===== src/rtl/flash_bus_bridge_if.sv =====
// CPU-side 32-bit data-bus access port of the flash bus bridge.
// The master holds ce with stable fields until it sees ack; err qualifies ack.
interface flash_bus_bridge_if;
   localparam int unsigned ADDR_W = 24;
   localparam int unsigned DATA_W = 32;
   localparam int unsigned SEL_W  = 4;

   logic              ce;
   logic              we;
   logic [ADDR_W-1:0] addr;
   logic [SEL_W-1:0]  sel;
   logic [DATA_W-1:0] wdata;
   logic [DATA_W-1:0] rdata;
   logic              ack;
   logic              err;

   modport master (output ce, we, addr, sel, wdata, input rdata, ack, err);
   modport slave  (input ce, we, addr, sel, wdata, output rdata, ack, err);
endinterface


===== src/rtl/flash_bus_bridge.sv =====
// Splits 32-bit CPU bus accesses into 16-bit flash driver read/program/erase
// sub-operations, each guarded by a watchdog; one ack (optionally err) per access.
module flash_bus_bridge #(
   parameter int unsigned TIMEOUT_W = 20,
   parameter int unsigned CMD_BIT   = 23
) (
   input  logic                     clk,
   input  logic                     rst,
   flash_bus_bridge_if.slave        bus,
   output logic                     drv_ce_o,
   output logic [21:0]              drv_addr_o,
   output logic [15:0]              drv_data_o,
   input  logic [15:0]              drv_data_i,
   output logic                     drv_read_o,
   output logic                     drv_write_o,
   output logic                     drv_erase_o,
   input  logic                     drv_ack_i
);

   localparam int unsigned HW_W   = 22;
   localparam int unsigned WORD_W = 21;
   localparam int unsigned HALF_W = 16;

   localparam logic [2:0] IDLE  = 3'd0;
   localparam logic [2:0] RD_LO = 3'd1;
   localparam logic [2:0] RD_HI = 3'd2;
   localparam logic [2:0] WR_LO = 3'd3;
   localparam logic [2:0] WR_HI = 3'd4;
   localparam logic [2:0] ERASE = 3'd5;
   localparam logic [2:0] GAP   = 3'd6;
   localparam logic [2:0] DONE  = 3'd7;

   localparam logic [TIMEOUT_W-1:0] WD_MAX = '1;

   logic [2:0]           state_q, state_d;
   logic [2:0]           next_q, next_d;
   logic [WORD_W-1:0]    word_q, word_d;
   logic [HALF_W-1:0]    whi_q, whi_d;
   logic                 full_q, full_d;
   logic                 is_rd_q, is_rd_d;
   logic                 err_q, err_d;
   logic                 armed_q, armed_d;
   logic [TIMEOUT_W-1:0] wd_q, wd_d;
   logic [31:0]          buf_q, buf_d;
   logic [31:0]          rdata_q, rdata_d;
   logic [HW_W-1:0]      addr_q, addr_d;
   logic [HALF_W-1:0]    data_q, data_d;
   logic                 rd_q, rd_d;
   logic                 wr_q, wr_d;
   logic                 er_q, er_d;
   logic                 ack_q, ack_d;
   logic                 berr_q, berr_d;
   logic                 ce_q;
   logic                 unused_addr_c;

   // Byte lanes within a halfword carry no information for the driver.
   assign unused_addr_c = ^bus.addr[1:0];

   assign drv_ce_o    = ce_q;
   assign drv_addr_o  = addr_q;
   assign drv_data_o  = data_q;
   assign drv_read_o  = rd_q;
   assign drv_write_o = wr_q;
   assign drv_erase_o = er_q;
   assign bus.rdata   = rdata_q;
   assign bus.ack     = ack_q;
   assign bus.err     = berr_q;

   always_ff @(posedge clk) begin
      if (rst) begin
         state_q <= IDLE;
         next_q  <= DONE;
         word_q  <= '0;
         whi_q   <= '0;
         full_q  <= 1'b0;
         is_rd_q <= 1'b0;
         err_q   <= 1'b0;
         armed_q <= 1'b0;
         wd_q    <= '0;
         buf_q   <= '0;
         rdata_q <= '0;
         addr_q  <= '0;
         data_q  <= '0;
         rd_q    <= 1'b0;
         wr_q    <= 1'b0;
         er_q    <= 1'b0;
         ack_q   <= 1'b0;
         berr_q  <= 1'b0;
         ce_q    <= 1'b1;
      end else begin
         state_q <= state_d;
         next_q  <= next_d;
         word_q  <= word_d;
         whi_q   <= whi_d;
         full_q  <= full_d;
         is_rd_q <= is_rd_d;
         err_q   <= err_d;
         armed_q <= armed_d;
         wd_q    <= wd_d;
         buf_q   <= buf_d;
         rdata_q <= rdata_d;
         addr_q  <= addr_d;
         data_q  <= data_d;
         rd_q    <= rd_d;
         wr_q    <= wr_d;
         er_q    <= er_d;
         ack_q   <= ack_d;
         berr_q  <= berr_d;
         ce_q    <= 1'b1;
      end
   end

   always_comb begin
      state_d = state_q;
      next_d  = next_q;
      word_d  = word_q;
      whi_d   = whi_q;
      full_d  = full_q;
      is_rd_d = is_rd_q;
      err_d   = err_q;
      armed_d = armed_q;
      wd_d    = wd_q;
      buf_d   = buf_q;
      rdata_d = rdata_q;
      addr_d  = addr_q;
      data_d  = data_q;
      rd_d    = 1'b0;
      wr_d    = 1'b0;
      er_d    = 1'b0;
      ack_d   = 1'b0;
      berr_d  = 1'b0;

      case (state_q)
         IDLE: begin
            if (bus.ce) begin
               word_d  = bus.addr[22:2];
               whi_d   = bus.wdata[31:16];
               is_rd_d = !bus.we;
               full_d  = 1'b0;
               err_d   = 1'b0;
               armed_d = 1'b0;
               wd_d    = '0;
               if (!bus.we) begin
                  state_d = RD_LO;
                  rd_d    = 1'b1;
                  addr_d  = {bus.addr[22:2], 1'b0};
               end else if (bus.addr[CMD_BIT]) begin
                  state_d = ERASE;
                  er_d    = 1'b1;
                  addr_d  = bus.wdata[21:0];
                  data_d  = bus.wdata[15:0];
               end else if (bus.sel == 4'b1111 || bus.sel == 4'b0011) begin
                  state_d = WR_LO;
                  wr_d    = 1'b1;
                  full_d  = bus.sel[3];
                  addr_d  = {bus.addr[22:2], 1'b0};
                  data_d  = bus.wdata[15:0];
               end else if (bus.sel == 4'b1100) begin
                  state_d = WR_HI;
                  wr_d    = 1'b1;
                  addr_d  = {bus.addr[22:2], 1'b1};
                  data_d  = bus.wdata[31:16];
               end else begin
                  state_d = DONE;
                  err_d   = 1'b1;
                  ack_d   = 1'b1;
                  berr_d  = 1'b1;
               end
            end
         end

         RD_LO, RD_HI, WR_LO, WR_HI, ERASE: begin
            rd_d = rd_q;
            wr_d = wr_q;
            er_d = er_q;
            wd_d = wd_q + TIMEOUT_W'(1);
            if (!drv_ack_i) armed_d = 1'b1;
            // Completion needs a low-then-high ack so an idle-high driver is not mistaken for done.
            if (armed_q && drv_ack_i) begin
               state_d = GAP;
               rd_d    = 1'b0;
               wr_d    = 1'b0;
               er_d    = 1'b0;
               if (state_q == RD_LO) buf_d[15:0]  = drv_data_i;
               if (state_q == RD_HI) buf_d[31:16] = drv_data_i;
               if (state_q == RD_LO)                  next_d = RD_HI;
               else if (state_q == WR_LO && full_q)   next_d = WR_HI;
               else                                   next_d = DONE;
            end else if (wd_q == WD_MAX) begin
               state_d = GAP;
               rd_d    = 1'b0;
               wr_d    = 1'b0;
               er_d    = 1'b0;
               err_d   = 1'b1;
               next_d  = DONE;
            end
         end

         GAP: begin
            state_d = next_q;
            armed_d = 1'b0;
            wd_d    = '0;
            if (next_q == RD_HI) begin
               rd_d   = 1'b1;
               addr_d = {word_q, 1'b1};
            end else if (next_q == WR_HI) begin
               wr_d   = 1'b1;
               addr_d = {word_q, 1'b1};
               data_d = whi_q;
            end else begin
               state_d = DONE;
               ack_d   = 1'b1;
               berr_d  = err_q;
               if (is_rd_q && !err_q) rdata_d = buf_q;
            end
         end

         DONE: state_d = IDLE;

         default: state_d = IDLE;
      endcase
   end

endmodule


===== src/flat_wrapper.sv =====
// flat-port wrapper written by rule: the top's interface ports become plain ports
module flash_bus_bridge_flat 
#(
   parameter int unsigned TIMEOUT_W = 20,
   parameter int unsigned CMD_BIT   = 23
)
  (clk, rst, drv_ce_o, drv_addr_o, drv_data_o, drv_data_i, drv_read_o, drv_write_o, drv_erase_o, drv_ack_i, bus_ce, bus_we, bus_addr, bus_sel, bus_wdata, bus_rdata, bus_ack, bus_err);
  flash_bus_bridge_if bus_i ();
  input  logic clk;
  input  logic rst;
  output logic drv_ce_o;
  output logic [21:0] drv_addr_o;
  output logic [15:0] drv_data_o;
  input  logic [15:0] drv_data_i;
  output logic drv_read_o;
  output logic drv_write_o;
  output logic drv_erase_o;
  input  logic drv_ack_i;
  input wire logic [$bits(bus_i.ce)-1:0] bus_ce;
  input wire logic [$bits(bus_i.we)-1:0] bus_we;
  input wire logic [$bits(bus_i.addr)-1:0] bus_addr;
  input wire logic [$bits(bus_i.sel)-1:0] bus_sel;
  input wire logic [$bits(bus_i.wdata)-1:0] bus_wdata;
  output wire logic [$bits(bus_i.rdata)-1:0] bus_rdata;
  output wire logic [$bits(bus_i.ack)-1:0] bus_ack;
  output wire logic [$bits(bus_i.err)-1:0] bus_err;
  assign bus_i.ce = bus_ce;
  assign bus_i.we = bus_we;
  assign bus_i.addr = bus_addr;
  assign bus_i.sel = bus_sel;
  assign bus_i.wdata = bus_wdata;
  assign bus_rdata = bus_i.rdata;
  assign bus_ack = bus_i.ack;
  assign bus_err = bus_i.err;
  flash_bus_bridge #(.TIMEOUT_W(TIMEOUT_W), .CMD_BIT(CMD_BIT)) u_core (.clk(clk), .rst(rst), .bus(bus_i), .drv_ce_o(drv_ce_o), .drv_addr_o(drv_addr_o), .drv_data_o(drv_data_o), .drv_data_i(drv_data_i), .drv_read_o(drv_read_o), .drv_write_o(drv_write_o), .drv_erase_o(drv_erase_o), .drv_ack_i(drv_ack_i));
endmodule

===== config.mk =====
export PLATFORM = sky130hd
export DESIGN_NAME = flash_bus_bridge_flat
export DESIGN_NICKNAME = d
export VERILOG_FILES = /design/src/rtl/flash_bus_bridge_if.sv /design/src/rtl/flash_bus_bridge.sv /design/src/flat_wrapper.sv
export SDC_FILE = /design/constraint.sdc
export NUM_CORES = 1
export LEC_CHECK = 0
export CAP_MARGIN = 20
export CORE_ASPECT_RATIO = 1.5
export CORE_UTILIZATION = 40
export CTS_CLUSTER_DIAMETER = 200
export DETAILED_ROUTE_END_ITERATION = 10
export PLACE_DENSITY = 0.74
export SYNTH_ARGS = -nofsm -noshare
export SYNTH_HDL_FRONTEND = slang
export SYNTH_SLANG_ARGS = --single-unit
export TNS_END_PERCENT = 50

===== constraint.sdc =====
create_clock -name clk -period 2.6 [get_ports clk]
set_clock_uncertainty 0.05 [all_clocks]
set_input_delay 0.39 -clock clk [delete_from_list [all_inputs] [get_ports clk]]
set_output_delay 0.39 -clock clk [all_outputs]
set_load 0.01 [all_outputs]

==> metrics.log, run 1 <==
INFO  metric design.portCount = 157
INFO  metric grt_start_max_net_pins = 77
INFO  metric antenna_found_initial = 0
INFO  metric total_power = 8.17 mW
INFO  metric detailedRoute.firstPassIterationCount = 5
INFO  metric hold_depth = 2
INFO  metric vias_per_cell = 5.22
INFO  metric synthesized_area_fraction_occupied_by_adder_cells = 0.00502
INFO  metric multiInputGateArea = about 3700 um2
INFO  metric 1st_iter_drt_viols = 548
INFO  metric fin_crit_sh = 0.812
INFO  metric max_cap_violations = 0
INFO  metric simple_gate_share_of_the_synthesized_area = 0.236
INFO  metric worst_ep_required_time = 2.83 ns
INFO  metric grt_first_pass_wirelength = 33,100 um
INFO  metric largest_family_of_logic_cells_by_synthesized_area = simple AND/OR/NAND/NOR gates
INFO  metric dr_total_vias = 7,019
INFO  metric synth-async-reset-ratio = 0
INFO  metric groute.usage.overall = 0.218
INFO  metric final_hold_vio_count = 0
INFO  metric synthesis.area = 7480 um2
INFO  metric drc_errors = 0
INFO  metric r2r-start = u_core.state_q[1]
INFO  metric post_drt_wl_per_cell = about 16 um
INFO  metric post_cts_buffers = 0
INFO  metric tritoncts = yes
INFO  metric r2r_slack = between 0.4 and 0.5 ns
INFO  metric powerDensity = 822 nW/um2
INFO  metric cts_buffers = 17
INFO  metric synth_xor_xnor_area_share = 0.0268
INFO  metric synth-compound-area-share = 0.194
INFO  metric cts_num_sinks = 174
INFO  metric power.static_leakage = 3.58 nW
INFO  metric worst_hold_path.endpoint = u_core.bus.rdata[23]
INFO  metric insertedDiodeCount = 0
INFO  metric drt-total-wl = 21,000 um
INFO  metric worst-setup-path-type = flop to flop
INFO  metric ff_latch_area = 3480 um2
INFO  metric fp.dieH = approximately 170 um
INFO  metric postCtsResizedCells = 0
INFO  metric gr-total-overflow = 0
INFO  metric grt_setup_unrepaired = false
INFO  metric hp-class = flop to flop
INFO  metric placement.cell_area = 9340 um2
INFO  metric critical_path.max_fanout = 32
INFO  metric r2r_cells = 5
INFO  metric clock-root-buffer = clkbuf_16
INFO  metric cp-start-kind = flop
INFO  metric first_global_vias = 6,695
INFO  metric finalWorstSetupSlack = 0.489 ns
INFO  metric dieArea = 19,300 um2
INFO  metric post_cts_hold_buffer_count = 0
INFO  metric maxClockFrequency = 474 MHz
INFO  metric worst_ir_drop_vdd = 0.000477 V
INFO  metric holdCritStartpoint = u_core.buf_q[23]
INFO  metric timing.setup.tns = 0 ns
INFO  metric result_of_the_run = complete, no violations
INFO  metric postLayoutCoreUtil = 0.549
INFO  metric synth_cell_types = 53
INFO  metric end_of_the_worst_register_to_register_path = u_core.bus.rdata[12]
INFO  metric layout-drive-gt1-share = 0.0693
INFO  metric synthesis.nets = 1,040
INFO  metric timing.max_slew.rel_slack = 0.489
INFO  metric timing.critical_path.to_type = flop
INFO  metric cts_max_path_buffers = 2
INFO  metric ctsHtreeMaxLevel = 4
INFO  metric netlist_instances = 956
INFO  metric pre_cts_ws = 0.151 ns
INFO  metric initial_utilization = 0.414
INFO  metric synth_top_flop_cell = dfxtp_1
INFO  metric area.growth.synth_to_final = 32.7%
INFO  metric finalMaxSlewViolations = 0
INFO  metric floorplan.die.width = 114 um
INFO  metric period_needed = 2.11 ns
INFO  metric globalplace.congestion = 0.833
INFO  metric setup_viol_count_final = 0
INFO  metric final_net_count = around 1,200
INFO  metric layout.cell_area.non_filler = 9930 um2
INFO  metric place.port_buffers = 153
INFO  metric ys_seq_area_frac = 0.465
INFO  metric clk_pin_slew_worst_paths = 0.07 ns
INFO  metric fillerInstances = roughly 1,700
INFO  metric insertion_delay = around 0.42 ns
INFO  metric post-dp-hpwl = around 14,000 um
INFO  metric placement_rows = 60
INFO  metric antenna_violating_nets_post_route = 0
INFO  metric fp.coreArea = about 18,000 um2
INFO  metric synth.area.mux_share = 0.0241
INFO  metric synth_edf_count = 0
INFO  metric avgSynthCellArea = around 7.8 um2
INFO  metric yosysWarnings = 0
INFO  metric critPathArrivalTime = 2.34 ns
INFO  metric synth.ff_latch_count = ~170
INFO  metric timing_worst_slew_pin_value = 0.767 ns
## cells by family after synthesis
group                    count (synthesis)
flip-flops                             174
AO/OA/AOI/OAI                          233
other                                    1
buffers and inverters                   83
XOR/XNOR                                22
adder cells (fa/ha/maj)                  3
multiplexers                            18
AND/OR/NAND/NOR                        422
## how the worst max path moves through the flow
stage / cells after the start / start / endpoint
floorplan: 7 / bus_we / u_core.drv_addr_o[0]
global placement: 6 / bus_ce / u_core.drv_data_o[1]
global route: 5 / u_core.state_q[1] / u_core.bus.rdata[18]
detailed placement: 7 / bus_sel[3] / u_core.drv_addr_o[7]
CTS: 5 / u_core.state_q[0] / u_core.drv_data_o[1]
finish: 5 / u_core.state_q[1] / u_core.bus.rdata[12]
## Yosys cell counts, types with 2 or more instances
cell type  number  share of area
nand2_1       261           0.13
dfxtp_1       174           0.47
a21oi_1       150           0.10
nor2_1         77          0.039
clkbuf_1       57          0.029
nand3_1        38          0.025
o21ai_0        23          0.015
a311o_1        21          0.028
xor2_1         19          0.022
mux2i_1        18          0.024
a2111o_1       16          0.024
buf_2          16          0.011
nand4_1        12          0.010
inv_1           6         0.0030
nor3_1          6         0.0040
and3_1          4         0.0033
a211oi_1        3         0.0030
and4_1          3         0.0035
ha_1            3         0.0050
nor3b_1         3         0.0030
nor4_1          3         0.0025
o211ai_1        3         0.0030
and2_1          2         0.0017
nand2b_1        2         0.0017
nand4b_1        2         0.0023
o211a_1         2         0.0027
o21a_1          2         0.0020
o31ai_1         2         0.0020
or2_2           2         0.0017
or3_1           2         0.0017
xnor2_1         2         0.0023
## power breakdown
group	internal [mW]	switching (mW)
combinational	1.08	1.44
sequential	2.97	0.179
clock	1.36	1.14
total	5.41	2.76
## routing by layer
metal / track usage / up-vias / share of wire
li1: - / 3523 / -
met5: 0 / - / 0
met4: 0.0732 / 0 / 0.019
met1: 0.242 / 3290 / 0.41
met2: 0.408 / 179 / 0.52
met3: 0.0454 / 27 / 0.049
## cell type report
type                            count  area share
Clock buffer                       18      0.0432
Clock inverter                     14      0.0151
Inverter                            6     0.00227
Multi-Input combinational cell    699       0.370
Sequential cell                   174       0.351
Tap cell                          248      0.0313
Timing Repair Buffer              185       0.188
## critical path, cell delays in order, from the launching register on
cell and delay [ns]:
dfxtp_1 0.39, and3b_1 0.29, o21ai_2 0.17, or3b_2 0.83
nand2_1 0.17, a21oi_1 0.07
## registers in the layout, summed over array words and instances (netlist names)
| signal | flops |
|---|---|
| u_core.drv_data_o | 16 |
| u_core.state_q | 3 |
| u_core.armed_q | 1 |
| u_core.drv_write_o | 1 |
| u_core.whi_q | 16 |
| u_core.drv_erase_o | 1 |
| u_core.buf_q | 32 |
| u_core.drv_read_o | 1 |
| u_core.drv_addr_o | 22 |
| u_core.err_q | 1 |
| u_core.bus.ack | 1 |
| u_core.full_q | 1 |
| u_core.wd_q | 20 |
| u_core.bus.rdata | 32 |
| u_core.is_rd_q | 1 |
| u_core.word_q | 21 |
| u_core.bus.err | 1 |
| u_core.next_q | 3 |
## placed cells by master (no fill, tap or decap), types with 3 or more instances in the layout
master             n
nor4_1             3
a2111o_1          16
clkbuf_16         17
dfxtp_1          174
nor3_1             6
a21oi_2            3
and3_1             4
clkinv_2           3
clkdlybuf4s50_1  152
nand4_1           12
inv_8              4
ha_1               3
inv_6              3
xor2_1            19
mux2i_1           18
inv_1              6
nand3_1           37
buf_4             25
and4_1             3
a21oi_1          148
a211oi_1           3
nor2_1            77
buf_12             7
nand2_1          261
a311o_1           21
o211ai_1           3
o21ai_0           22
## stage by stage
stage,hold WS (ns),cells
5_1_grt,0.420,1344
4_1_cts,0.403,1343
3_5_place_dp,0.392,1311
6_report,0.402,1344
3_3_place_gp,0.387,1311
2_1_floorplan,0.382,956
No activity file was read; power rests on OpenSTA's default activity.
==> inputs of run 2 (changes only) <==
clock period = 2.2 ns   (was 2.6 ns; I/O delays follow)
==> metrics.log, run 2 (synthesis gave the netlist of run 1 again) <==
INFO  metric grt_first_pass_wirelength = 34,100 um (+2.8%)
INFO  metric timing_worst_slew_pin_value = 0.592 ns (-0.174 ns)
INFO  metric clock-root-buffer = clkbuf_16
INFO  metric power.static_leakage = 3.63 nW (+1.4%)
INFO  metric post_drt_wl_per_cell = 15.9 um (+1.9%)
INFO  metric finalMaxSlewViolations = 0 (unchanged)
INFO  metric floorplan.die.width = 114 um (unchanged)
INFO  metric layout.cell_area.non_filler = 10,100 um2 (+1.3%)
INFO  metric finalWorstSetupSlack = 0.243 ns (-0.246 ns)
INFO  metric fp.coreArea = 18,100 um2 (unchanged)
INFO  metric cts_max_path_buffers = 2 (unchanged)
INFO  metric gr-total-overflow = 0 (unchanged)
INFO  metric insertedDiodeCount = 0 (unchanged)
INFO  metric filler_free_cell_count_of_the_finished_design = 1,351 (+0.52%)
INFO  metric wirelength_met1 = 8530 um (-0.80%)
INFO  metric period_needed = 1.96 ns (-0.154 ns)
INFO  metric timing.critical_path.to_type = flop
INFO  metric critical_path.max_fanout = 32 (unchanged)
INFO  metric drc_errors = 0 (unchanged)
INFO  metric dr_total_vias = 7,197 (+2.5%)
INFO  metric antenna_violating_nets_post_route = 0 (unchanged)
INFO  metric worst-setup-path-type = flop to flop
INFO  metric ctsHtreeMaxLevel = 4 (unchanged)
INFO  metric timing.max_slew.rel_slack = 0.605 (+0.116)
INFO  metric 1st_iter_drt_viols = 591 (+7.8%)
INFO  metric area.growth.synth_to_final = 34.4%
INFO  metric wl_met3 = 1220 um (+19%)
INFO  metric hp-class = primary input to flop
INFO  metric design.portCount = 157 (unchanged)
INFO  metric worst_ir_drop_vdd = 0.000504 V (+5.6%)
INFO  metric worst_ep_required_time = 2.47 ns (-0.36 ns)
INFO  metric detailedRoute.firstPassIterationCount = 8 (+3)
INFO  metric drt-total-wl = 21,500 um (+2.4%)
INFO  metric layout-drive-gt1-share = 0.0762 (+0.00681)
INFO  metric postCtsResizedCells = 0 (unchanged)
INFO  metric total_power = 9.83 mW (+20%)
INFO  metric post-dp-hpwl = 14,400 um (+0.87%)
INFO  metric setup_viol_count_final = 0 (unchanged)
INFO  metric insertion_delay = 0.43 ns (about the same)
INFO  metric fp.dieH = 170 um (unchanged)
INFO  metric clk_pin_slew_worst_paths = 0.08 ns (about the same)
INFO  metric cts_buffers = 17 (unchanged)
INFO  metric post_cts_hold_buffer_count = 0 (unchanged)
INFO  metric cts_num_sinks = 174 (unchanged)
INFO  metric initial_utilization = 0.414 (unchanged)
INFO  metric pre_cts_ws = -0.113 ns (-0.264 ns)
INFO  metric most_frequent_standard_cell_in_the_layout_excluding_fill_and_tap_cells = nand2_1
INFO  metric result_of_the_run = complete, no violations
INFO  metric tritoncts = yes
INFO  metric dp.cells = 1,319 (+0.61%)
INFO  metric cp-start-kind = flop
INFO  metric most-common-layout-cells = nand2_1, dfxtp_1, clkdlybuf4s50_1, a21oi_1, nor2_1
INFO  metric antenna_found_initial = 0 (unchanged)
INFO  metric groute.usage.overall = 0.224 (+0.00558)
INFO  metric critPathArrivalTime = 2.22 ns (-0.12 ns)
INFO  metric final_hold_vio_count = 0 (unchanged)
INFO  metric first_global_vias = 6,852 (+2.3%)
INFO  metric fin_crit_sh = 0.890 (+0.0778)
INFO  metric maxClockFrequency = 511 MHz (+7.8%)
INFO  metric final_net_count = 1,174 (+0.60%)
INFO  metric highest_layer = met4
INFO  metric grt_start_max_net_pins = 82 (+6.5%)
INFO  metric place.port_buffers = 153 (unchanged)
INFO  metric powerDensity = 977 nW/um2 (+19%)
INFO  metric globalplace.congestion = 0.805 (-3.4%)
INFO  metric post_cts_buffers = 0 (unchanged)
INFO  metric placement_rows = 60 (unchanged)
INFO  metric dr_wl_met2 = 11,300 um (+3.1%)
INFO  metric dieArea = 19,300 um2 (unchanged)
INFO  metric grt_setup_unrepaired = false
INFO  metric placement.cell_area = 9450 um2 (+1.3%)
INFO  metric max_cap_violations = 0 (unchanged)
INFO  metric vias_per_cell = 5.33 (+2.0%)
[run 2: path summary, 6_finish.rpt]
path,cells after the start,slack (ns),startpoint,to
max reg2reg,6,0.24,u_core.state_q[1],u_core.bus.rdata[12]
max,6,0.24,u_core.state_q[1],u_core.bus.rdata[12]
min reg2reg,2,0.41,u_core.bus.rdata[26],u_core.bus.rdata[26]
min,2,0.33,rst,u_core.drv_addr_o[0]
[run 2: final cells by class]
type / instances / area, um2
fillers: 1674 / 8030
repair buffers: 192 / 1970
well taps: 248 / 310
multi-input cells: 699 / 3670
clock inverters: 15 / 180
inverters: 6 / 22.5
flip-flops and latches: 174 / 3480
clock buffers: 17 / 425
[run 2: metrics by stage]
step / utilization / setup TNS, ns / hold slack [ns]
floorplan: - / 0 / 0.382
global placement: 0.521 / -3.26 / 0.388
detailed placement: 0.522 / -3.14 / 0.395
CTS: 0.556 / 0 / 0.335
global route: 0.556 / 0 / 0.364
finish: 0.556 / 0 / 0.333
[run 2: where the power goes]
part | internal (mW) | total, mW | switching, mW | leakage, nW
sequential | 3.51 | 3.73 | 0.226 | 1.41
clock | 1.55 | 3.04 | 1.49 | 0.292
combinational | 1.34 | 3.06 | 1.72 | 1.92
total | 6.40 | 9.83 | 3.43 | 3.63
[run 2: critical path, stage by stage, from the launching register on]
cell	delay, ns
dfxtp_1	0.43
and3b_1	0.32
o21ai_2	0.12
or3b_2	0.47
buf_4	0.25
nand2_1	0.12
a21oi_1	0.07
[run 2: layer usage]
metal | up-vias | GRT usage
li1 | 3536 | -
met1 | 3411 | 0.252
met2 | 220 | 0.407
met3 | 30 | 0.0486
met4 | 0 | 0.0881
met5 | - | 0
==> inputs of run 3 (changes only) <==
CORE_MARGIN = 2   (was unset)
REMOVE_ABC_BUFFERS = 1   (was unset)
==> metrics.log, run 3 (synthesis gave the netlist of run 1 again) <==
INFO  metric result_of_the_run = complete, no violations
INFO  metric gr-total-overflow = 0 (unchanged)
INFO  metric cts_max_path_buffers = 2 (unchanged)
INFO  metric maxClockFrequency = 500 MHz (-2.1%)
INFO  metric most_frequent_standard_cell_in_the_layout_excluding_fill_and_tap_cells = nand2_1
INFO  metric path_cells = and3b_1, o21ai_2, or3b_2, buf_4, nand2_1, a21oi_1
INFO  metric drc_errors = 0 (unchanged)
INFO  metric p_int = 6.63 mW (+3.6%)
INFO  metric pre_cts_ws = -0.162 ns (-0.0492 ns)
INFO  metric placement_rows = 61 (+1.7%)
INFO  metric groute.usage.overall = 0.207 (-0.0167)
INFO  metric clock_power_share = 0.311 (+0.002)
INFO  metric clock-root-buffer = clkbuf_16
INFO  metric worst_path_largest_cell_delay = 0.52 ns (+0.05 ns)
INFO  metric dp.cells = 1,324 (+0.38%)
INFO  metric cts_buffers = 17 (unchanged)
INFO  metric grt_start_max_net_pins = 78 (-4.9%)
INFO  metric timing.critical_path.max_delay_family = simple AND/OR/NAND/NOR gates
INFO  metric finalMaxSlewViolations = 0 (unchanged)
INFO  metric layout-drive-gt1-share = 0.0744 (-0.00175)
INFO  metric most-common-layout-cells = nand2_1, dfxtp_1, clkdlybuf4s50_1, a21oi_1, nor2_1
INFO  metric filler_free_cell_count_of_the_finished_design = 1,357 (+0.44%)
INFO  metric finalWorstSetupSlack = 0.200 ns (-0.0425 ns)
INFO  metric critical_path.slowest_cell = dfxtp_1
INFO  metric ctsHtreeMaxLevel = 4 (unchanged)
INFO  metric final_hold_vio_count = 0 (unchanged)
INFO  metric tritoncts = yes
INFO  metric period_needed = 2.00 ns (+0.0425 ns)
INFO  metric combinationalPowerShare = 0.306 (-0.005)
INFO  metric final_net_count = 1,175 (+0.085%)
INFO  metric power.static_leakage = 3.61 nW (-0.35%)
INFO  metric post_cts_hold_buffer_count = 0 (unchanged)
INFO  metric worst-setup-path-type = flop to flop
INFO  metric sequentialPowerShare = 0.383 (+0.003)
INFO  metric insertion_delay = 0.43 ns (about the same)
INFO  metric max_cap_violations = 0 (unchanged)
INFO  metric grt_setup_unrepaired = false
INFO  metric antenna_violating_nets_post_route = 0 (unchanged)
INFO  metric powerDensity = 979 nW/um2 (+0.18%)
INFO  metric first_global_vias = 6,786 (-0.96%)
INFO  metric 1st_iter_drt_viols = 682 (+15%)
INFO  metric post_cts_buffers = 0 (unchanged)
INFO  metric setup_viol_count_final = 0 (unchanged)
INFO  metric fp.coreArea = 18,500 um2 (+2.1%)
INFO  metric post-dp-hpwl = 13,900 um (-3.6%)
INFO  metric dr_total_vias = 7,151 (-0.64%)
INFO  metric worst_ep_required_time = 2.45 ns (-0.02 ns)
INFO  metric netSwitchingFraction = 0.326 (-0.0235)
INFO  metric place.port_buffers = 153 (unchanged)
INFO  metric critPathArrivalTime = 2.25 ns (+0.03 ns)
INFO  metric postCtsResizedCells = 0 (unchanged)
INFO  metric timing.max_slew.rel_slack = 0.592 (-0.0136)
INFO  metric drt-total-wl = 20,700 um (-4.0%)
INFO  metric vias_per_cell = 5.27 (-1.1%)
INFO  metric design.portCount = 157 (unchanged)
INFO  metric area.growth.synth_to_final = 34.2%
INFO  metric post_drt_wl_per_cell = 15.2 um (-4.4%)
INFO  metric hp-class = primary input to flop
INFO  metric floorplan.die.width = 116 um (+1.8%)
INFO  metric fp.dieH = 172 um (+1.2%)
INFO  metric worst_ir_drop_vdd = 0.000434 V (-14%)
INFO  metric cts_num_sinks = 174 (unchanged)
INFO  metric cp-start-kind = flop
INFO  metric detailedRoute.firstPassIterationCount = 7 (-1)
INFO  metric fillerInstances = 1,717 (+2.6%)
INFO  metric critical_path.max_fanout = 32 (unchanged)
INFO  metric initial_utilization = 0.405 (-0.00846)
INFO  metric timing.critical_path.to_type = flop
INFO  metric clk_pin_slew_worst_paths = 0.06 ns (-0.02 ns)
INFO  metric grt_first_pass_wirelength = 32,900 um (-3.5%)
INFO  metric cp_num_buf_inv = 1 (unchanged)
INFO  metric timing_worst_slew_pin_value = 0.607 ns (+0.0148 ns)
INFO  metric dieArea = 19,800 um2 (+3.0%)
INFO  metric fin_crit_sh = 0.909 (+0.0193)
INFO  metric globalplace.congestion = 0.863 (+7.2%)
INFO  metric antenna_found_initial = 3 (+3)
INFO  metric switching_power = 3.20 mW (-6.7%)
==> run 3: cell types whose count changed in the layout (fill, tap and decap cells not counted), sizes merged <==
cell	previous run	this run
inv	15	10
bufinv	0	3
clkinv	5	2
diode	0	3
clkinvlp	1	3
buf	40	41
clkbuf	17	18
==> run 3: worst reg2reg max path, cell delays in order, from the launching register on <==
cell     delay (ns)
dfxtp_1        0.52
and3b_1        0.26
o21ai_2        0.13
or3b_2         0.48
buf_4          0.26
nand2_1        0.12
a21oi_1        0.06
==> run 3: final cells by class <==
cell class	instances	area [um2]	area share
multi-input combinational	699	3670	0.365
sequential	174	3480	0.347
timing repair buffer	193	1950	0.195
clock buffer	18	429	0.0427
tap	252	315	0.0314
clock inverter	12	161	0.0161
inverter	6	22.5	0.00224
antenna	3	7.51	0.000747
==> run 3: stage by stage <==
stage	power [mW]	setup TNS, ns	cell area, um2	util	hold slack [ns]
finish	9.83	0	10000	0.544	0.288
detailed placement	6.83	-4.77	9450	0.511	0.393
floorplan	5.34	-62.28	7150	-	0.342
global placement	6.76	-2.53	9450	0.511	0.387
global route	10.3	0	10000	0.544	0.286
CTS	9.90	0	10000	0.543	0.264
==> run 3: worst paths after layout <==
check                          from                   end  slack (ns)  cells after the start
hold / removal                  rst  u_core.drv_addr_o[0]        0.29                      2
hold reg to reg    u_core.buf_q[21]  u_core.bus.rdata[21]        0.40                      2
setup / recovery  u_core.state_q[2]  u_core.bus.rdata[26]        0.20                      6
setup reg to reg  u_core.state_q[2]  u_core.bus.rdata[26]        0.20                      6
==> run 3: power groups by stage <==
stage          registers, mW  logic, mW  clock network [mW]
2_1_floorplan           3.86       1.48                   0
3_3_place_gp            3.81       2.95                   0
3_5_place_dp            3.82       3.01                   0
4_1_cts                 3.76       3.02                3.12
5_1_grt                 3.80       3.30                3.22
6_report                3.76       3.01                3.06
==> run 3: routing by layer <==
layer / global-route usage / wire, um
met1: 0.242 / 8530
met2: 0.358 / 10600
met3: 0.0331 / 825
met4: 0.116 / 741
met5: 0 / 0
